**config.mk**
```make
export PLATFORM = sky130hd
export DESIGN_NAME = text_term_writer
export DESIGN_NICKNAME = d
export VERILOG_FILES = /design/src/rtl/text_term_pkg.sv /design/src/rtl/text_term_writer.sv
export SDC_FILE = /design/constraint.sdc
export NUM_CORES = 1
export LEC_CHECK = 0
export CELL_PAD_IN_SITES_DETAIL_PLACEMENT = 0
export CELL_PAD_IN_SITES_GLOBAL_PLACEMENT = 2
export CORE_UTILIZATION = 30
export CTS_CLUSTER_SIZE = 8
export DETAILED_ROUTE_END_ITERATION = 10
export GPL_ROUTABILITY_DRIVEN = 1
export PLACE_DENSITY_LB_ADDON = 0.05
export RECOVER_POWER = 25
export SETUP_SLACK_MARGIN = 0.2
export SKIP_CTS_REPAIR_TIMING = 1
export SLEW_MARGIN = 10
export SYNTH_ARGS = -nofsm -noshare
export SYNTH_HDL_FRONTEND = slang
export SYNTH_SLANG_ARGS = --single-unit
```
**constraint.sdc**
```tcl
create_clock -name axi_aclk -period 6.9 [get_ports axi_aclk]
set_clock_uncertainty 0.2 [all_clocks]
set_input_delay 1.725 -clock axi_aclk [delete_from_list [all_inputs] [get_ports axi_aclk]]
set_output_delay 1.725 -clock axi_aclk [all_outputs]
set_load 0.1 [all_outputs]
```
**src/rtl/text_term_pkg.sv**
```systemverilog
// Shared constants and state type for the text-mode VRAM character writer.
`timescale 1ns/1ps
package text_term_pkg;

  localparam int unsigned DEF_COLS   = 80;
  localparam int unsigned DEF_ROWS   = 30;
  localparam int unsigned DEF_ADDR_W = 12;

  localparam logic [7:0] CHAR_SPACE = 8'h20;
  localparam logic [7:0] CH_CR      = 8'h0D;
  localparam logic [7:0] CH_LF      = 8'h0A;
  localparam logic [7:0] CH_BS      = 8'h08;
  localparam logic [7:0] CH_FF      = 8'h0C;

  typedef enum logic [1:0] {
    CLR_ALL,
    IDLE,
    SCROLL,
    CLR_ROW
  } state_t;

endpackage

```
**src/rtl/text_term_writer.sv**
```systemverilog
// Character-stream writer for the text-mode VRAM: places printable bytes at a
// hardware cursor, interprets CR/LF/BS/FF and scrolls the screen up one row.
`timescale 1ns/1ps
module text_term_writer
  import text_term_pkg::*;
#(
  parameter int unsigned COLS   = DEF_COLS,
  parameter int unsigned ROWS   = DEF_ROWS,
  parameter int unsigned ADDR_W = DEF_ADDR_W
) (
  input  logic              axi_aclk,
  input  logic              axi_aresetn,
  input  logic [7:0]        in_char,
  input  logic              in_invert,
  input  logic              in_valid,
  output logic              in_ready,
  output logic [ADDR_W-1:0] vram_waddr,
  output logic [7:0]        vram_wdata,
  output logic              vram_we,
  output logic [ADDR_W-1:0] vram_raddr,
  input  logic [7:0]        vram_rdata,
  output logic [6:0]        cursor_col,
  output logic [4:0]        cursor_row,
  output logic              busy
);

  localparam logic [ADDR_W-1:0] LAST_ADDR = ADDR_W'(COLS * ROWS - 1);
  localparam logic [ADDR_W-1:0] COLS_A    = ADDR_W'(COLS);
  localparam logic [6:0]        LAST_COL  = 7'(COLS - 1);
  localparam logic [4:0]        LAST_ROW  = 5'(ROWS - 1);

  state_t            state;
  state_t            next_state;
  logic [ADDR_W-1:0] cnt;
  logic              rd_active;
  logic              rd_valid;

  logic              accept;
  logic [6:0]        code;
  logic              is_print;
  logic              is_cr;
  logic              is_lf;
  logic              is_bs;
  logic              is_ff;
  logic              start_scroll;
  logic              clr_done;
  logic [ADDR_W-1:0] cell_addr;

  // bit7 of the incoming byte carries no meaning for the writer
  logic unused_bit7;
  assign unused_bit7 = in_char[7];

  // Decode the offered byte and the cursor-dependent conditions.
  always_comb begin
    accept       = in_valid && (state == IDLE);
    code         = in_char[6:0];
    is_print     = (code >= 7'h20) && (code <= 7'h7E);
    is_cr        = (code == CH_CR[6:0]);
    is_lf        = (code == CH_LF[6:0]);
    is_bs        = (code == CH_BS[6:0]);
    is_ff        = (code == CH_FF[6:0]);
    start_scroll = accept && (cursor_row == LAST_ROW) &&
                   ((is_print && (cursor_col == LAST_COL)) || is_lf);
    // Clears finish one cycle after the last-cell write is on the outputs.
    clr_done     = vram_we && (vram_waddr == LAST_ADDR);
    cell_addr    = ADDR_W'(cursor_row) * COLS_A + ADDR_W'(cursor_col);
  end

  // State register.
  always_ff @(posedge axi_aclk or negedge axi_aresetn) begin
    if (!axi_aresetn) state <= CLR_ALL;
    else              state <= next_state;
  end

  // Next-state logic.
  always_comb begin
    next_state = state;
    case (state)
      CLR_ALL, CLR_ROW: if (clr_done) next_state = IDLE;
      IDLE: begin
        if (accept && is_ff)  next_state = CLR_ALL;
        else if (start_scroll) next_state = SCROLL;
      end
      // Leave once the final read has been drained into a write.
      SCROLL: if (rd_valid && !rd_active) next_state = CLR_ROW;
      default: next_state = CLR_ALL;
    endcase
  end

  // Handshake outputs decoded from state.
  always_comb begin
    in_ready = (state == IDLE);
    busy     = (state != IDLE);
  end

  // Registered VRAM port, cursor and the shared clear/scroll address counter.
  always_ff @(posedge axi_aclk or negedge axi_aresetn) begin
    if (!axi_aresetn) begin
      cursor_col <= '0;
      cursor_row <= '0;
      vram_we    <= 1'b0;
      vram_waddr <= '0;
      vram_wdata <= '0;
      vram_raddr <= '0;
      cnt        <= '0;
      rd_active  <= 1'b0;
      rd_valid   <= 1'b0;
    end else begin
      vram_we  <= 1'b0;
      rd_valid <= 1'b0;
      case (state)
        CLR_ALL, CLR_ROW: begin
          if (!clr_done) begin
            vram_we    <= 1'b1;
            vram_waddr <= cnt;
            vram_wdata <= CHAR_SPACE;
            cnt        <= cnt + ADDR_W'(1);
          end
        end
        IDLE: begin
          if (accept) begin
            if (is_print) begin
              vram_we    <= 1'b1;
              vram_waddr <= cell_addr;
              vram_wdata <= {in_invert, code};
              if (cursor_col != LAST_COL) begin
                cursor_col <= cursor_col + 7'd1;
              end else begin
                cursor_col <= '0;
                if (cursor_row != LAST_ROW) cursor_row <= cursor_row + 5'd1;
              end
            end else if (is_cr) begin
              cursor_col <= '0;
            end else if (is_lf) begin
              cursor_col <= '0;
              if (cursor_row != LAST_ROW) cursor_row <= cursor_row + 5'd1;
            end else if (is_bs) begin
              if (cursor_col != '0) cursor_col <= cursor_col - 7'd1;
            end else if (is_ff) begin
              cursor_col <= '0;
              cursor_row <= '0;
              cnt        <= '0;
            end
            if (start_scroll) begin
              vram_raddr <= COLS_A;
              rd_active  <= 1'b1;
              cnt        <= '0;
            end
          end
        end
        SCROLL: begin
          // Read address leads the write address by the RAM latency plus the
          // output register, so the write side trails reads by two cycles.
          rd_valid <= rd_active;
          if (rd_active) begin
            if (vram_raddr == LAST_ADDR) rd_active  <= 1'b0;
            else                         vram_raddr <= vram_raddr + ADDR_W'(1);
          end
          if (rd_valid) begin
            vram_we    <= 1'b1;
            vram_waddr <= cnt;
            vram_wdata <= vram_rdata;
            cnt        <= cnt + ADDR_W'(1);
          end
        end
        default: ;
      endcase
    end
  end

endmodule

```
==> flow_summary_export.csv, run 1 <==
group,metric,value,unit
status,outcome,"complete, but fails checks",
status,violations,"max-capacitance violations, max-slew violations",
sta,max_freq,205,MHz
clock_network,clk_pin_slew,0.05,ns
critical_path,rr_endpoint,"vram_wdata[6]$_DFFE_PN0P_",
synth,yosysTopAreaCellShare,0.378,
global_route,grt_pass1_vias,3678,
die,initial_utilization,0.306,
global_route,grt_start_max_net_pins,62,
placement,dpl.hpwl,8870,um
clock_network,htree_num_levels,3,
finish,n_antenna_cell,0,
synth,netlist_top_cells_count,"61 x dfrtp_1, 38 x nand2_1, 36 x o21ai_0",
clock_network,clock-root-buffer,"clkbuf_16",
drt,wl_per_cell,18.3,um
critical_path,slowest_delay,2.47,ns
placement,numPortBuffers,65,
critical_path,cp_max_fo,61,
drt,wl,12500,um
synth,synth_top_area_cell,"dfrtp_1",
flow_run,drv_cap,1,
die,core,13200,um^2
critical_path,r2r_setup_slack,3.47,ns
die,die-area,13900,um^2
critical_path,critPathSlowestCell,"clkbuf_1",
critical_path,path_class,"input port to asynchronous set/reset pin",
synth,yosys_warnings,0,
sta,period_minus_slack,4.88,ns
die,chipHeight,118,um
synth,synth_most_common_cell,"dfrtp_1",
critical_path,path_depth,2,
drt,ant_nets,0,
critical_path,critPathLaunch,"axi_aresetn",
drt,wl_met2,5750,um
drt,drc,0,
global_route,grt_pass1_wl,20500,um
critical_path,reg2reg_from,"state[0]$_DFFE_PN0P_",
drt,drt_first_pass_iters,4,
placement,gp_congestion,0.790,
critical_path,endpoint,"cursor_col[6]$_DFFE_PN0P_",
hold_path,min-delay-path-class,"flop to flop",
synth,synth-seq-area-share,0.378,
sta,timing.final.ws_setup,2.02,ns
synth,synth_cells,445,
clock_network,clk_latency,0.34,ns
critical_path,crit_required,6.33,ns
clock_network,clock_sink_count,61,
sta,setup_viol_count_final,0,
critical_path,critPathTopFamily,"buffers and inverters",
finish,drive_gt1_frac,0.0571,
clock_network,cts_buffer_depth,2,
synth,async_flop_share,1.00,
die,io_pins,67,
drt,wl_met1,6300,um
critical_path,crit_chain,"buf_2 -> clkbuf_1",
placement,dpl_worst_slack,2.39,ns
drt,vias,3800,
finish,area_growth,26.7,%
sta,hold_viol_final,0,
critical_path,cp-start-kind,"input port",
clock_network,tritoncts,"yes",
synth,synthTopCellsByArea,"dfrtp_1 38%, ha_1 5.3%, o31ai_1 5.2%",
global_route,antenna_found_initial,0,
finish,fin_nets,543,
critical_path,r2r_cells,8,
synth,synth_area_per_cell,9.07,um^2
drt,wl_met3,291,um
critical_path,worstPathArrival,4.32,ns
power,power_leakage,1.97,nW
die,die_x,118,um
clock_network,numCtsBuffers,9,
synth,synth.distinct_cells,69,
synth,syn_nets,484,
global_route,grt_overflow,0,
power,ir_worst_vdd,0.000103,V
global_route,grtUsageTotal,0.189,
sta,post-route-period-util,0.707,
sta,slew_viol_final,62,
power,power_density,165,nW/um^2
sta,relSlewSlack,-1.36,
critical_path,critPathCaptureType,"asynchronous set/reset pin",
die,rows,42,
sta,fin_setup_tns,0,ns
drt,viasPerCell,5.56,
sta,rsz0062_at_grt,"no",
synth,ys.flop_type,"dfrtp_1",
critical_path,cp_num_buf_inv,2,
sta,tightest_slew,3.54,ns
drt,drt_iter0_markers,217,
synth,syn_area,4040,um^2
drt,highest_layer,"met4",
synth,synth-edff-count,0,
synth,synth_seq_cells,61,
==> state kept, by name, summed over array words and instances (netlist names) <==
name        count
cnt            12
cursor_col      7
cursor_row      5
rd_active       1
rd_valid        1
state           2
vram_raddr     12
vram_waddr     12
vram_wdata      8
vram_we         1
==> report_power, final <==
group | switching [mW] | internal, mW | total (mW)
sequential | 0.00490 | 0.361 | 0.366
combinational | 0.0483 | 0.0215 | 0.0698
clock | 0.158 | 0.250 | 0.408
total | 0.211 | 0.632 | 0.844
==> cell families after synthesis <==
| kind of cell | share of synthesized area |
|---|---|
| AO/OA/AOI/OAI | 0.263 |
| XOR/XNOR | 0.00868 |
| adder cells (fa/ha/maj) | 0.0626 |
| buffers and inverters | 0.0332 |
| flip-flops | 0.378 |
| multiplexers | 0.0276 |
| AND/OR/NAND/NOR | 0.226 |
==> routing by layer <==
metal  vias to the layer above  track usage
met5                         -            0
met3                        15       0.0233
met4                         0       0.0745
met1                      1875        0.263
li1                       1847            -
met2                        63        0.297
==> how the worst min path moves through the flow <==
stage / start / endpoint / cells after the start
2_1_floorplan: state[1]$_DFFE_PN0P_ / state[1]$_DFFE_PN0P_ / 1
3_3_place_gp: vram_wdata[4]$_DFFE_PN0P_ / vram_wdata[4]$_DFFE_PN0P_ / 2
3_5_place_dp: vram_wdata[1]$_DFFE_PN0P_ / vram_wdata[1]$_DFFE_PN0P_ / 2
4_1_cts: vram_wdata[1]$_DFFE_PN0P_ / vram_wdata[1]$_DFFE_PN0P_ / 2
5_1_grt: vram_wdata[4]$_DFFE_PN0P_ / vram_wdata[4]$_DFFE_PN0P_ / 2
6_report: vram_wdata[5]$_DFFE_PN0P_ / vram_wdata[5]$_DFFE_PN0P_ / 2
==> final cells by class <==
class | count | area, um^2
Clock inverter | 2 | 10.0
Clock buffer | 13 | 250
Timing Repair Buffer | 71 | 687
Tap cell | 176 | 220
Sequential cell | 61 | 1530
Inverter | 12 | 45.0
Multi-Input combinational cell | 349 | 2370
Fill cell | 1351 | 8080
==> metrics by stage <==
step                      total power, mW  cell area, um^2  instances  utilization  hold WS, ns
after global routing                0.877             5110        684        0.388        0.300
after floorplan                     0.408             4040        445            -        0.276
after global placement              0.443             4860        669        0.368        0.262
after detailed placement            0.443             4860        669        0.368        0.272
final                               0.844             5110        684        0.388        0.274
after CTS                           0.861             5120        684        0.388        0.284
==> worst reg2reg max path: cells and delay by family, from the launching register on <==
kind / cells / cell delay, ns
AOI/OAI and AO/OA: 3 / 1.20
adders and majority gates: 1 / 0.72
DFF: 1 / 0.37
buffers and inverters: 3 / 0.76
and+or+nand+nor: 1 / 0.08
==> placed cells by master (no fill, tap or decap), types with 9 or more instances in the layout <==
master           instances
ha_1                    17
o31ai_1                 28
nand2_1                 38
a22oi_1                 10
nand3_1                 21
nor2_1                  20
inv_1                   12
clkdlybuf4s50_1         64
a21oi_1                 15
o21ai_0                 36
clkbuf_16                9
nor3_1                  10
mux2i_1                 10
dfrtp_1                 61
Note: power is estimated with default switching activity, not from simulation.
==> run 2, diff against run 1 <==
==> constraint.sdc (replaced) <==
create_clock -name axi_aclk -period 4.78 [get_ports axi_aclk]
set_clock_uncertainty 0.2 [all_clocks]
set_input_delay 1.195 -clock axi_aclk [delete_from_list [all_inputs] [get_ports axi_aclk]]
set_output_delay 1.195 -clock axi_aclk [all_outputs]
set_load 0.1 [all_outputs]
==> flow_summary_export.csv, run 2 (synthesized netlist as in run 1, its figures left out) <==
group,metric,value,unit
sta,tightest_slew,2.19,ns
critical_path,path_class,"input port to flop",
die,die_x,118,um
drt,viasPerCell,5.66,
critical_path,crit_required,4.85,ns
placement,dpl.hpwl,8890,um
critical_path,worstPathArrival,3.63,ns
placement,dpl.cell_count,670,
clock_network,tritoncts,"yes",
global_route,grt_pass1_wl,20300,um
sta,setup_viol_count_final,0,
sta,slew_viol_final,37,
placement,gp_congestion,0.798,
drt,drt_first_pass_iters,4,
die,initial_utilization,0.306,
global_route,grt_start_max_net_pins,40,
sta,max_freq,281,MHz
sta,post-route-period-util,0.744,
clock_network,clk_pin_slew,0.05,ns
sta,hold_viol_final,0,
power,power_leakage,1.99,nW
sta,relSlewSlack,-0.462,
global_route,grt_overflow,0,
die,core,13200,um^2
clock_network,numCtsBuffers,9,
drt,wl,12400,um
finish,drive_gt1_frac,0.0650,
die,rows,42,
critical_path,critPathSlowestCell,"a2111oi_2",
drt,wl_per_cell,18.2,um
global_route,antenna_found_initial,0,
sta,rsz0062_at_grt,"no",
finish,layout_common_cells,"62 x clkdlybuf4s50_1, 61 x dfrtp_1, 38 x nand2_1",
hold_path,min-delay-path-class,"flop to flop",
power,power_density,242,nW/um^2
global_route,grtUsageTotal,0.187,
finish,filler_cell_count,1355,
die,die-area,13900,um^2
clock_network,htree_num_levels,3,
drt,drc,0,
placement,numPortBuffers,65,
critical_path,slowest_delay,0.80,ns
finish,fin_cells,684,
flow_run,drv_cap,1,
clock_network,cts_buffer_depth,2,
drt,ant_nets,0,
clock_network,clock-root-buffer,"clkbuf_16",
power,power.total,1.24,mW
die,chipHeight,118,um
critical_path,cp_max_fo,16,
status,violations,"max-capacitance violations, max-slew violations",
clock_network,clock_sink_count,61,
finish,fin_nets,544,
global_route,grt_pass1_vias,3744,
sta,fin_setup_tns,0,ns
finish,area_growth,26.9,%
status,outcome,"complete, but fails checks",
critical_path,cp-start-kind,"input port",
finish,n_antenna_cell,0,
sta,period_minus_slack,3.56,ns
critical_path,critPathCaptureType,"flop",
die,io_pins,67,
drt,vias,3870,
drt,drt_iter0_markers,207,
critical_path,crit_chain,"clkdlybuf4s50_1 -> nand4_1 -> o22a_1 -> nand2_1 -> a2111oi_2 -> nand3b_1",
power,ir_worst_vdd,0.000108,V
finish,top_regs,"cnt x12, vram_raddr x12, vram_waddr x12",
finish,final_common_cell,"clkdlybuf4s50_1",
clock_network,clk_latency,0.34,ns
run 2: cell types whose count changed in the layout (fill, tap and decap cells not counted):
| cell | previous run | this run |
|---|---|---|
| buf_4 | 5 | 8 |
| clkbuf_8 | 1 | 2 |
| clkbuf_2 | 0 | 1 |
| clkbuf_1 | 4 | 2 |
| buf_2 | 1 | 0 |
| clkdlybuf4s50_1 | 64 | 62 |
run 2: path summary, 6_finish.rpt:
kind,startpoint,endpoint,slack [ns],depth (start not counted)
max,in_char[2],vram_raddr[6]$_DFFE_PN0P_,1.22,6
min,vram_wdata[4]$_DFFE_PN0P_,vram_wdata[4]$_DFFE_PN0P_,0.28,2
max reg2reg,state[0]$_DFFE_PN0P_,vram_waddr[9]$_DFFE_PN0P_,1.44,7
min reg2reg,vram_wdata[4]$_DFFE_PN0P_,vram_wdata[4]$_DFFE_PN0P_,0.28,2
max in group asynchronous,axi_aresetn,cnt[2]$_DFFE_PN0P_,1.41,2
min in group asynchronous,axi_aresetn,vram_wdata[7]$_DFFE_PN0P_,1.29,1
run 2: power breakdown:
| group | switching, mW | internal [mW] | leakage (nW) |
|---|---|---|---|
| clock | 0.239 | 0.371 | 0.134 |
| sequential | 0.00752 | 0.521 | 0.768 |
| combinational | 0.0701 | 0.0310 | 1.08 |
run 2: final cells by class:
type                       count  area [um^2]  area share
multi-input combinational    349         2370       0.464
sequential                    61         1530       0.298
timing repair buffer          72          689       0.135
clock buffer                  12          256      0.0501
tap                          176          220      0.0430
inverter                      12         45.0     0.00879
clock inverter                 2         10.0     0.00195
run 2: critical path: cells and delay by family:
kind            cells  cell delay (ns)
compound gates      2             1.38
buf+inv             1             0.54
simple gates        3             0.51
run 2: routing by layer:
metal,vias to the layer above,track usage,wire length (um)
li1,1849,-,-
met1,1929,0.255,6050
met2,75,0.294,5760
met3,17,0.0310,424
met4,0,0.0697,195
met5,-,0,0
run 2: through the flow:
step / worst slack, ns / hold slack, ns / utilization / area, um^2
after floorplan: 1.12 / 0.276 / - / 4040
after global routing: 0.948 / 0.309 / 0.388 / 5120
after CTS: 1.16 / 0.282 / 0.389 / 5130
after global placement: 0.835 / 0.261 / 0.368 / 4860
final: 1.22 / 0.276 / 0.388 / 5120
after detailed placement: 0.826 / 0.270 / 0.368 / 4860
==> run 3, diff against run 2 <==
==> constraint.sdc (replaced) <==
create_clock -name axi_aclk -period 3 [get_ports axi_aclk]
set_clock_uncertainty 0.2 [all_clocks]
set_input_delay 0.75 -clock axi_aclk [delete_from_list [all_inputs] [get_ports axi_aclk]]
set_output_delay 0.75 -clock axi_aclk [all_outputs]
set_load 0.1 [all_outputs]
==> flow_summary_export.csv, run 3 (synthesized netlist as in run 1, its figures left out) <==
group,metric,value,unit
clock_network,clk_pin_slew,0.05,ns
sta,relSlewSlack,-0.101,
clock_network,clock_sink_count,61,
drt,wl,13300,um
drt,viasPerCell,5.48,
critical_path,r2r_cells,9,
drt,wl_met3,430,um
drt,highest_layer,"met4",
die,initial_utilization,0.306,
global_route,grt_pass1_wl,21700,um
die,die_x,118,um
critical_path,path_class,"input port to flop",
sta,tightest_slew,1.65,ns
placement,dpl_worst_slack,-0.141,ns
global_route,antenna_found_initial,0,
critical_path,cp-start-kind,"input port",
finish,fin_nets,594,
sta,hold_viol_final,0,
drt,ant_nets,0,
status,violations,"max-capacitance violations, max-slew violations",
critical_path,reg2reg_from,"cursor_row[1]$_DFFE_PN0P_",
placement,gp_congestion,0.832,
sta,rsz0062_at_grt,"yes",
finish,n_antenna_cell,0,
finish,filler_cell_count,1336,
critical_path,rr_endpoint,"vram_raddr[11]$_DFFE_PN0P_",
critical_path,worstPathArrival,2.80,ns
global_route,grtUsageTotal,0.201,
drt,vias,4036,
hold_path,min-delay-path-class,"flop to flop",
sta,max_freq,366,MHz
drt,drc,0,
flow_run,drv_cap,1,
hold_path,holdCritStartpoint,"vram_wdata[0]$_DFFE_PN0P_",
sta,slew_viol_final,27,
drt,drt_iter0_markers,212,
sta,setup_viol_count_final,0,
finish,fin_util,0.420,
die,core,13200,um^2
critical_path,crit_required,3.07,ns
global_route,grt_pass1_vias,3981,
clock_network,clock-root-buffer,"clkbuf_16",
clock_network,tritoncts,"yes",
finish,final_common_cell,"buf_4",
clock_network,numCtsBuffers,9,
die,io_pins,67,
placement,dpl.hpwl,9860,um
power,power_density,362,nW/um^2
critical_path,r2r_setup_slack,0.33,ns
finish,drive_gt1_frac,0.263,
power,ir_worst_vdd,0.000203,V
clock_network,clk_latency,0.34,ns
critical_path,cp_max_fo,14,
die,die-area,13900,um^2
sta,timing.final.ws_setup,0.267,ns
drt,drt_first_pass_iters,4,
sta,period_minus_slack,2.73,ns
critical_path,critPathCaptureType,"flop",
placement,numPortBuffers,65,
global_route,grt_overflow,0,
die,rows,42,
power,power_leakage,2.31,nW
clock_network,htree_num_levels,3,
sta,post-route-period-util,0.911,
drt,wl_per_cell,18.1,um
finish,top_regs,"cnt x12, vram_raddr x12, vram_waddr x12",
status,outcome,"complete, but fails checks",
clock_network,cts_buffer_depth,2,
hold_path,hold-path-cell-count,2,
drt,wl_met2,6510,um
die,chipHeight,118,um
hold_path,hold_path_end,"vram_wdata[0]$_DFFE_PN0P_",
finish,area_growth,37.3,%
sta,hold_ws,0.285,ns
global_route,grt_start_max_net_pins,36,
drt,wl_met1,6110,um
finish,layout_common_cells,"99 x buf_4, 50 x dfrtp_1, 38 x nand2_1",
-- run 3: how the worst max path moves through the flow --
stage | start | cells past startpoint | endpoint | slack (ns)
2_1_floorplan | cursor_row[3]$_DFFE_PN0P_ | 8 | vram_waddr[11]$_DFFE_PN0P_ | 0.12
3_3_place_gp | in_char[6] | 6 | state[1]$_DFFE_PN0P_ | -0.11
3_5_place_dp | in_char[6] | 6 | state[1]$_DFFE_PN0P_ | -0.14
4_1_cts | in_char[6] | 6 | state[1]$_DFFE_PN0P_ | 0.21
5_1_grt | in_char[6] | 8 | cursor_row[1]$_DFFE_PN0P_ | 0.16
6_report | in_char[6] | 8 | vram_raddr[11]$_DFFE_PN0P_ | 0.27
-- run 3: stage by stage --
stage	total power, mW	TNS, ns	instances	cell area, um^2
after floorplan	0.939	0	445	4050
after detailed placement	1.04	-1.59	718	5190
after global routing	2.08	0	736	5540
after global placement	1.04	-1.30	718	5190
final	2.01	0	736	5540
after CTS	2.03	0	734	5460
-- run 3: metal layers --
metal / vias up / track usage
met4: 0 / 0.0793
li1: 1955 / -
met2: 77 / 0.339
met3: 18 / 0.0291
met1: 1986 / 0.257
met5: - / 0
-- run 3: area by class of cell --
cell class	count	area, um^2	share of cell area
Multi-Input combinational cell	349	2440	0.441
Sequential cell	61	1540	0.278
Timing Repair Buffer	122	1020	0.184
Clock buffer	15	268	0.0483
Tap cell	176	220	0.0398
Inverter	12	45.0	0.00813
Clock inverter	1	5.00	0.000904
-- run 3: power by group --
group	switching (mW)	leakage, nW	internal (mW)	total [mW]
sequential	0.00975	0.752	0.831	0.841
combinational	0.120	1.42	0.0698	0.190
clock	0.372	0.134	0.604	0.976
-- run 3: critical path, cell delays in order --
cell             delay (ns)
clkdlybuf4s50_1        0.44
buf_4                  0.16
nor4b_4                0.29
and4_1                 0.27
a211oi_2               0.08
buf_12                 0.16
or4_4                  0.51
a21oi_2                0.14
